--- config.mk ---
export PLATFORM = sky130hd
export DESIGN_NAME = sim_ram_req_adapter
export DESIGN_NICKNAME = d
export VERILOG_FILES = /design/src/rtl/sim_ram_req_adapter.sv
export SDC_FILE = /design/constraint.sdc
export NUM_CORES = 1
export LEC_CHECK = 0
export BUFFER_PORTS_ARGS = -buffer_cell sky130_fd_sc_hd__buf_4
export CAP_MARGIN = 30
export CORE_MARGIN = 2
export CORE_UTILIZATION = 50
export CTS_CLUSTER_DIAMETER = 80
export DETAILED_ROUTE_END_ITERATION = 8
export GPL_TIMING_DRIVEN = 0
export PLACE_DENSITY = 0.77
export SYNTH_ARGS = -nofsm -noshare
export SYNTH_HDL_FRONTEND = slang
export SYNTH_SLANG_ARGS = --single-unit
--- constraint.sdc ---
create_clock -name clock -period 4.3 [get_ports clock]
set_input_delay 0.215 -clock clock [delete_from_list [all_inputs] [get_ports clock]]
set_output_delay 0.215 -clock clock [all_outputs]
set_load 0.01 [all_outputs]
--- src/rtl/sim_ram_req_adapter.sv ---
// Request/response front end for the fixed-latency simulation RAM: tag pipeline, write-hazard stall, response FIFO.
// Optional `SIM_RAM_ADAPTER_STATS_EN adds read/write/stall counters.
module sim_ram_req_adapter #(
   parameter int ADDR_WIDTH  = 12,
   parameter int DATA_WIDTH  = 32,
   parameter int READ_DELAY  = 2,
   parameter int WRITE_DELAY = 2,
   parameter int RESP_DEPTH  = 4
) (
   input  logic                    clock,
   input  logic                    reset,
   input  logic                    req_valid,
   output logic                    req_ready,
   input  logic                    req_write,
   input  logic [ADDR_WIDTH-1:0]   req_addr,
   input  logic [DATA_WIDTH-1:0]   req_wdata,
   input  logic [DATA_WIDTH/8-1:0] req_wstrb,
   output logic                    resp_valid,
   input  logic                    resp_ready,
   output logic                    resp_write,
   output logic [DATA_WIDTH-1:0]   resp_rdata,
   output logic [ADDR_WIDTH-1:0]   ram_raddr,
   output logic [ADDR_WIDTH-1:0]   ram_waddr,
   output logic [DATA_WIDTH/8-1:0] ram_wstrb,
   output logic [DATA_WIDTH-1:0]   ram_wdata,
`ifdef SIM_RAM_ADAPTER_STATS_EN
   output logic [31:0]             stat_reads,
   output logic [31:0]             stat_writes,
   output logic [31:0]             stat_stalls,
`endif
   input  logic [DATA_WIDTH-1:0]   ram_rdata
);

   localparam int IW = ADDR_WIDTH - 2;
   localparam int PW = $clog2(RESP_DEPTH);
   localparam int CW = $clog2(RESP_DEPTH + READ_DELAY + 1) + 1;

   logic                   fire;
   logic                   hazard;
   logic                   credit_ok;
   logic [CW-1:0]          inflight;
   logic [CW-1:0]          used;
   logic [READ_DELAY-1:0]  tag_vld_q, tag_vld_d;
   logic [READ_DELAY-1:0]  tag_wr_q, tag_wr_d;
   logic [WRITE_DELAY-1:0] wtrk_vld_q, wtrk_vld_d;
   logic [IW-1:0]          wtrk_idx_q [WRITE_DELAY];
   logic [IW-1:0]          wtrk_idx_d [WRITE_DELAY];
   logic [DATA_WIDTH-1:0]  fifo_data_q [RESP_DEPTH];
   logic [RESP_DEPTH-1:0]  fifo_wr_q;
   logic [PW-1:0]          wptr_q, wptr_d, rptr_q, rptr_d;
   logic [PW:0]            cnt_q, cnt_d;
   logic                   push, pop;

   assign ram_raddr = req_addr;
   assign ram_waddr = req_addr;
   assign ram_wdata = req_wdata;
   assign ram_wstrb = (fire && req_write) ? req_wstrb : '0;

   always_comb begin
      hazard   = 1'b0;
      inflight = '0;
      for (int i = 0; i < WRITE_DELAY; i++) begin
         if (wtrk_vld_q[i] && (wtrk_idx_q[i] == req_addr[ADDR_WIDTH-1:2])) hazard = 1'b1;
      end
      for (int i = 0; i < READ_DELAY; i++) begin
         inflight = inflight + CW'(tag_vld_q[i]);
      end
      // Credit uses last cycle's count; a pop this cycle is not reused until next cycle.
      used      = CW'(cnt_q) + inflight;
      credit_ok = (used < CW'(RESP_DEPTH));
      req_ready = !reset && credit_ok && !(req_valid && !req_write && hazard);
      fire      = req_valid && req_ready;
   end

   always_comb begin
      tag_vld_d     = tag_vld_q << 1;
      tag_vld_d[0]  = fire;
      tag_wr_d      = tag_wr_q << 1;
      tag_wr_d[0]   = req_write;
      wtrk_vld_d    = wtrk_vld_q << 1;
      wtrk_vld_d[0] = fire && req_write;
      wtrk_idx_d[0] = req_addr[ADDR_WIDTH-1:2];
      for (int i = 1; i < WRITE_DELAY; i++) begin
         wtrk_idx_d[i] = wtrk_idx_q[i-1];
      end
   end

   assign push       = tag_vld_q[READ_DELAY-1];
   assign resp_valid = (cnt_q != '0);
   assign pop        = resp_valid && resp_ready;
   assign resp_write = fifo_wr_q[rptr_q];
   assign resp_rdata = fifo_data_q[rptr_q];

   always_comb begin
      wptr_d = push ? wptr_q + PW'(1) : wptr_q;
      rptr_d = pop ? rptr_q + PW'(1) : rptr_q;
      cnt_d  = cnt_q + (PW+1)'(push) - (PW+1)'(pop);
   end

   always_ff @(posedge clock) begin
      if (reset) begin
         tag_vld_q  <= '0;
         wtrk_vld_q <= '0;
         wptr_q     <= '0;
         rptr_q     <= '0;
         cnt_q      <= '0;
      end else begin
         tag_vld_q  <= tag_vld_d;
         wtrk_vld_q <= wtrk_vld_d;
         wptr_q     <= wptr_d;
         rptr_q     <= rptr_d;
         cnt_q      <= cnt_d;
      end
   end

   // Payload registers carry no reset; the valid bits above qualify them.
   always_ff @(posedge clock) begin
      tag_wr_q   <= tag_wr_d;
      wtrk_idx_q <= wtrk_idx_d;
      if (push) begin
         fifo_data_q[wptr_q] <= tag_wr_q[READ_DELAY-1] ? '0 : ram_rdata;
         fifo_wr_q[wptr_q]   <= tag_wr_q[READ_DELAY-1];
      end
   end

`ifdef SIM_RAM_ADAPTER_STATS_EN
   logic [31:0] stat_reads_q, stat_writes_q, stat_stalls_q;

   always_ff @(posedge clock) begin
      if (reset) begin
         stat_reads_q  <= '0;
         stat_writes_q <= '0;
         stat_stalls_q <= '0;
      end else begin
         if (fire && !req_write)     stat_reads_q  <= stat_reads_q + 32'd1;
         if (fire && req_write)      stat_writes_q <= stat_writes_q + 32'd1;
         if (req_valid && !req_ready) stat_stalls_q <= stat_stalls_q + 32'd1;
      end
   end

   assign stat_reads  = stat_reads_q;
   assign stat_writes = stat_writes_q;
   assign stat_stalls = stat_stalls_q;
`endif

endmodule
# After elaboration in Yosys (flattened, before gate mapping)
# Memories as Yosys holds them, arrays and structs flattened. A register that Yosys moved wholly into a read port is not among the register bits.
# Index checks and enable logic that the tools add are counted.
# op_classes
reduce_logical	14
eq_ne	2
n_addsub	6
n_mux	13
order_cmp	4
# ops
op	count
32-bit 2-to-1 mux	1
10-bit == test	2
1-bit logical AND	10
2-bit by 3-bit < comparator with 1-bit output (second input constant)	2
1-bit 2-to-1 mux	6
2-bit by 1-bit adder with 2-bit output (second input constant)	2
3-bit by 2-bit adder with 4-bit output	1
4-bit bitwise mux	1
4-bit by 3-bit < comparator with 1-bit output (second input constant)	1
2-bit 2-to-1 mux	2
4-bit 2-to-1 mux	1
3-bit by 1-bit adder with 3-bit output	1
1-bit logical NOT	3
3-bit nonzero test	1
3-bit by 1-bit subtractor with 3-bit output	1
1-bit by 1-bit adder with 2-bit output	1
1-bit binary-select mux with 2-bit select	1
1-bit demux with 2-bit select	1
2-bit by 1-bit >= comparator with 1-bit output (second input constant)	1
# totals
output_inout_bits	95
ram_bits	128
in_bits	85
n_memories	1
regBits	37
# mem_list
memory	depth	width	read_ports	rd_ports_with_merged_regs	write_ports	line	text
fifo_data_q	4	32	1	1	1	48	logic [DATA_WIDTH-1:0] fifo_data_q [RESP_DEPTH];

# Longest topological paths before layout
# depth
depth_word	10
depth_mapped	7
mapped_depth_nobuf	7

# Least setup slack after synthesis
# OpenSTA, ideal clock, no wires.
# synth_path
path_kind	reg2reg
startpoint	register cnt_q[1]
endpoint	register cnt_q[2]
t_required_ns	4.172
t_arrival_ns	1.689
slack_ns	2.484
setup_ns	0.128
stages_incl_launch_ff	8
cell_sequence	dfxtp_1 -> o31a_1 -> ha_1 -> inv_1 -> ha_1 -> fa_1 -> xor2_1 -> nor2_1
# synth_between
elab_chain_len	3
elab_cells_between_ends	4
classes_between	add/sub (2); reduce/logical (2)
# synth_lines
item	line	text
start, declared	51	logic [PW:0] cnt_q, cnt_d;
start signal, assigned	112	cnt_q <= cnt_d;
3-bit nonzero test	89	assign resp_valid = (cnt_q != '0);
1-bit logical AND	90	assign pop = resp_valid && resp_ready;
via pop	52	logic push, pop;
3-bit by 1-bit subtractor with 3-bit output	97	cnt_d = cnt_q + (PW+1)'(push) - (PW+1)'(pop);
# The timed path passes the listed nets, and every way through them passes these cells.
# A chain may end at the register's enable or synchronous reset.

# Worst setup path in the final report
# layout_path
startpoint	register cnt_q[0]
endpoint	output port ram_wstrb[0]
# layout_between
elab_chain_len	7
# layout_lines
item	line	text
3-bit by 2-bit adder with 4-bit output	69	used = CW'(cnt_q) + inflight;
4-bit by 3-bit < comparator with 1-bit output	70	credit_ok = (used < CW'(RESP_DEPTH));
1-bit logical AND (2 in series)	71	req_ready = !reset && credit_ok && !(req_valid && !req_write && hazard);
1-bit logical AND	72	fire = req_valid && req_ready;
1-bit logical AND	57	assign ram_wstrb = (fire && req_write) ? req_wstrb : '0;
4-bit 2-to-1 mux	57	
end, declared	24	output logic [DATA_WIDTH/8-1:0] ram_wstrb,
# Every way passes these cells.

==> load_flow_metrics.sql <==
INSERT INTO impl_metrics (metric_group, metric, value, unit) VALUES
('setup_path', 'crit_path_cell_trace', 'ha_1, a21o_1, and4b_1, o211a_4, and3_1, buf_4', ''),
('placement', 'placement.cell_area', '0.00804', 'mm²'),
('final_layout', 'antennaDiodeCount', '0', ''),
('floorplanning', 'core-area', '0.0132', 'mm²'),
('route', 'routed_wirelength', '12700', 'µm'),
('pwr', 'pwrdens', '472', 'mW/mm²'),
('final_layout', 'area_growth_syn_to_layout', '29.2', '%'),
('yosys', 'netlist_top_cells_area', 'sky130_fd_sc_hd__edfxtp_1 59%, sky130_fd_sc_hd__mux4_2 11%, sky130_fd_sc_hd__dfxtp_1 10%', ''),
('floorplanning', 'die_w', '120', 'µm'),
('pwr', 'power_frac_clock', '0.335', ''),
('yosys', 'synth_top_area_cell', 'sky130_fd_sc_hd__edfxtp_1', ''),
('pwr', 'peak_ir_drop_on_the_vdd_network', '366', 'µV'),
('yosys', 'post_synth_num_cell_types', '33', ''),
('placement', 'place_worst_setup_slack', '2370', 'ps'),
('yosys', 'syn_inst_count', '381', ''),
('route', 'detailedRoute.firstPassIterationCount', '4', ''),
('pwr', 'post-layout-total-power', '4.10', 'mW'),
('placement', 'port_buffers', '145', ''),
('sta', 'worst-slew-pin-transition', '950', 'ps'),
('sta', 'rsz0062_at_grt', 'no', ''),
('setup_path', 'critical_path.slowest_cell', 'sky130_fd_sc_hd__dfxtp_1', ''),
('final_layout', 'final_area', '0.00869', 'mm²'),
('sta', 'post-route-min-period', '2210', 'ps'),
('sta', 'clock.fmax', '0.452', 'GHz'),
('yosys', 'netlist.area_leader.share', '0.589', ''),
('clock_tree', 'cts_max_path_buffers', '2', ''),
('sta', 'crit_share_post_route', '0.515', ''),
('sta', 'fin_tns_setup', '0', 'ps'),
('yosys', 'post_synth_instance_area', '0.00673', 'mm²'),
('yosys', 'synth_fp_nets', '475', ''),
('floorplanning', 'rows', '42', ''),
('final_layout', 'fillerInstances', '889', ''),
('clock_tree', 'cts_resized', '0', ''),
('outcome', 'run_status', 'finished clean', ''),
('final_layout', 'final_common_cell', 'sky130_fd_sc_hd__buf_4', ''),
('setup_path', 'cp-startpoint', 'cnt_q[0]$_SDFF_PP0_', ''),
('clock_tree', 'clockRootBuffer', 'sky130_fd_sc_hd__clkbuf_16', ''),
('pwr', 'netSwitchingPower', '0.956', 'mW'),
('global_routing', 'largest_net_degree_at_the_start_of_global_routing', '34', ''),
('clock_tree', 'h-tree-depth', '4', ''),
('final_layout', 'final_core_utilization', '0.659', ''),
('sta', 'slew_headroom', '0.367', ''),
('yosys', 'synth_warnings', '0', ''),
('floorplanning', 'die_height', '120', 'µm'),
('hold_path', 'hold_path_startpoint', 'req_valid', ''),
('route', 'via_count', '3702', ''),
('floorplanning', 'ioPinCount', '180', ''),
('global_routing', 'grt_pass1_vias', '3915', ''),
('setup_path', 'crit_path_end_kind', 'output pin', ''),
('pwr', 'p_sw_frac', '0.233', ''),
('sta', 'worst_clock_skew', '4.85', 'ps'),
('route', 'avgViaCountPerCell', '4.97', ''),
('sta', 'finalHoldViolations', '0', ''),
('global_routing', 'grt_antenna_before_repair', '0', ''),
('yosys', 'register_area_share_after_synthesis', '0.693', ''),
('final_layout', 'most-common-layout-cells', '201 x sky130_fd_sc_hd__buf_4, 132 x sky130_fd_sc_hd__edfxtp_1, 36 x sky130_fd_sc_hd__nor2b_1', ''),
('setup_path', 'critical_path.max_fanout', '6', ''),
('setup_path', 'critical_path.reg2reg.startpoint', 'cnt_q[1]$_SDFF_PP0_', ''),
('final_layout', 'finalNetCount', '650', ''),
('route', 'wire_per_inst', '17.0', 'µm'),
('flow_run', 'drv.max_cap_violation_count', '0', ''),
('final_layout', 'multi_input_area', '0.00155', 'mm²'),
('clock_tree', 'post-cts-setup-buffers', '0', ''),
('global_routing', 'grt.overflow.total', '0', ''),
('yosys', 'synthFlopType', 'sky130_fd_sc_hd__edfxtp_1', ''),
('yosys', 'asyncSetResetFlopFracSynth', '0', ''),
('final_layout', 'seq_area', '0.00466', 'mm²'),
('yosys', 'count_of_flip_flops_with_a_built_in_enable_after_synthesis', '132', ''),
('route', 'drc_errors', '0', ''),
('setup_path', 'critical-path-max-stage-delay', '380', 'ps'),
('pwr', 'power_leakage', '3.33', 'nW');
==> critical path: cells and delay by family (launching register included) <==
| kind | cells | cell delay, ps |
|---|---|---|
| and+or+nand+nor | 2 | 380 |
| AOI/OAI and AO/OA | 2 | 440 |
| DFF | 1 | 380 |
| adders and majority gates | 1 | 250 |
| buffers and inverters | 1 | 140 |
==> metal layers <==
metal,GRT usage,up-vias,routed length (µm)
li1,-,1712,-
met4,0.0441,0,100
met5,0,-,0
met3,0.0661,12,914
met2,0.326,161,6660
met1,0.220,1817,5010
==> registers in the layout, summed over array words and instances (netlist names), named ones only <==
name,count
fifo_data_q,128
fifo_wr_q,4
rptr_q,2
wtrk_vld_q,2
tag_vld_q,2
wtrk_idx_q,10
cnt_q,3
tag_wr_q,2
wtrk_idx_d,10
wptr_q,2
==> power by group through the flow <==
stage                     registers [mW]  clock network (mW)  logic (mW)
after floorplan                     1.86                   0       0.550
final                               1.84                1.37       0.883
after global placement              1.87                   0       0.878
after global routing                1.85                1.47       0.960
after detailed placement            1.88                   0       0.890
after CTS                           1.84                1.40       0.904
==> final timing paths <==
kind | end | slack [ps] | cells past startpoint
setup / recovery | ram_wstrb[0] | 2090 | 6
hold / removal | wtrk_vld_q[0]$_SDFF_PP0_ | 230 | 3
setup reg to reg | cnt_q[2]$_SDFF_PP0_ | 2360 | 7
hold reg to reg | tag_wr_q[1]$_DFF_P_ | 330 | 0
==> cell usage after synthesis, types with 6 or more instances <==
library cell / n
sky130_fd_sc_hd__dfxtp_1: 35
sky130_fd_sc_hd__edfxtp_1: 132
sky130_fd_sc_hd__mux4_2: 33
sky130_fd_sc_hd__ha_1: 8
sky130_fd_sc_hd__buf_4: 56
sky130_fd_sc_hd__nor2b_1: 36
sky130_fd_sc_hd__xnor2_1: 22
sky130_fd_sc_hd__nor2_1: 6
sky130_fd_sc_hd__inv_1: 7
==> cells by family (layout without fill, tap and decap cells) <==
kind of cell,after synthesis,after routing,synth area share
AOI/OAI and AO/OA,5,5,0.00651
xor gates and xnor gates,24,24,0.0312
adders and majority gates,9,9,0.0179
buffers and inverters,74,262,0.0766
DFF,167,167,0.693
muxes,34,34,0.112
and+or+nand+nor,68,68,0.0623
==> per-stage QoR <==
stage | std cells | hold slack, ps
after detailed placement | 702 | 314
after floorplan | 381 | 243
after global placement | 702 | 312
after CTS | 745 | 206
final | 745 | 226
after global routing | 745 | 209
==> cell type report <==
cell class | instances | share of cell area
Buffer | 67 | 0.0563
Clock buffer | 29 | 0.0612
Clock inverter | 3 | 0.00173
Inverter | 7 | 0.00302
Multi-Input combinational cell | 140 | 0.178
Sequential cell | 167 | 0.537
Tap cell | 176 | 0.0253
Timing Repair Buffer | 156 | 0.138
No activity file was read; power rests on OpenSTA's default activity.
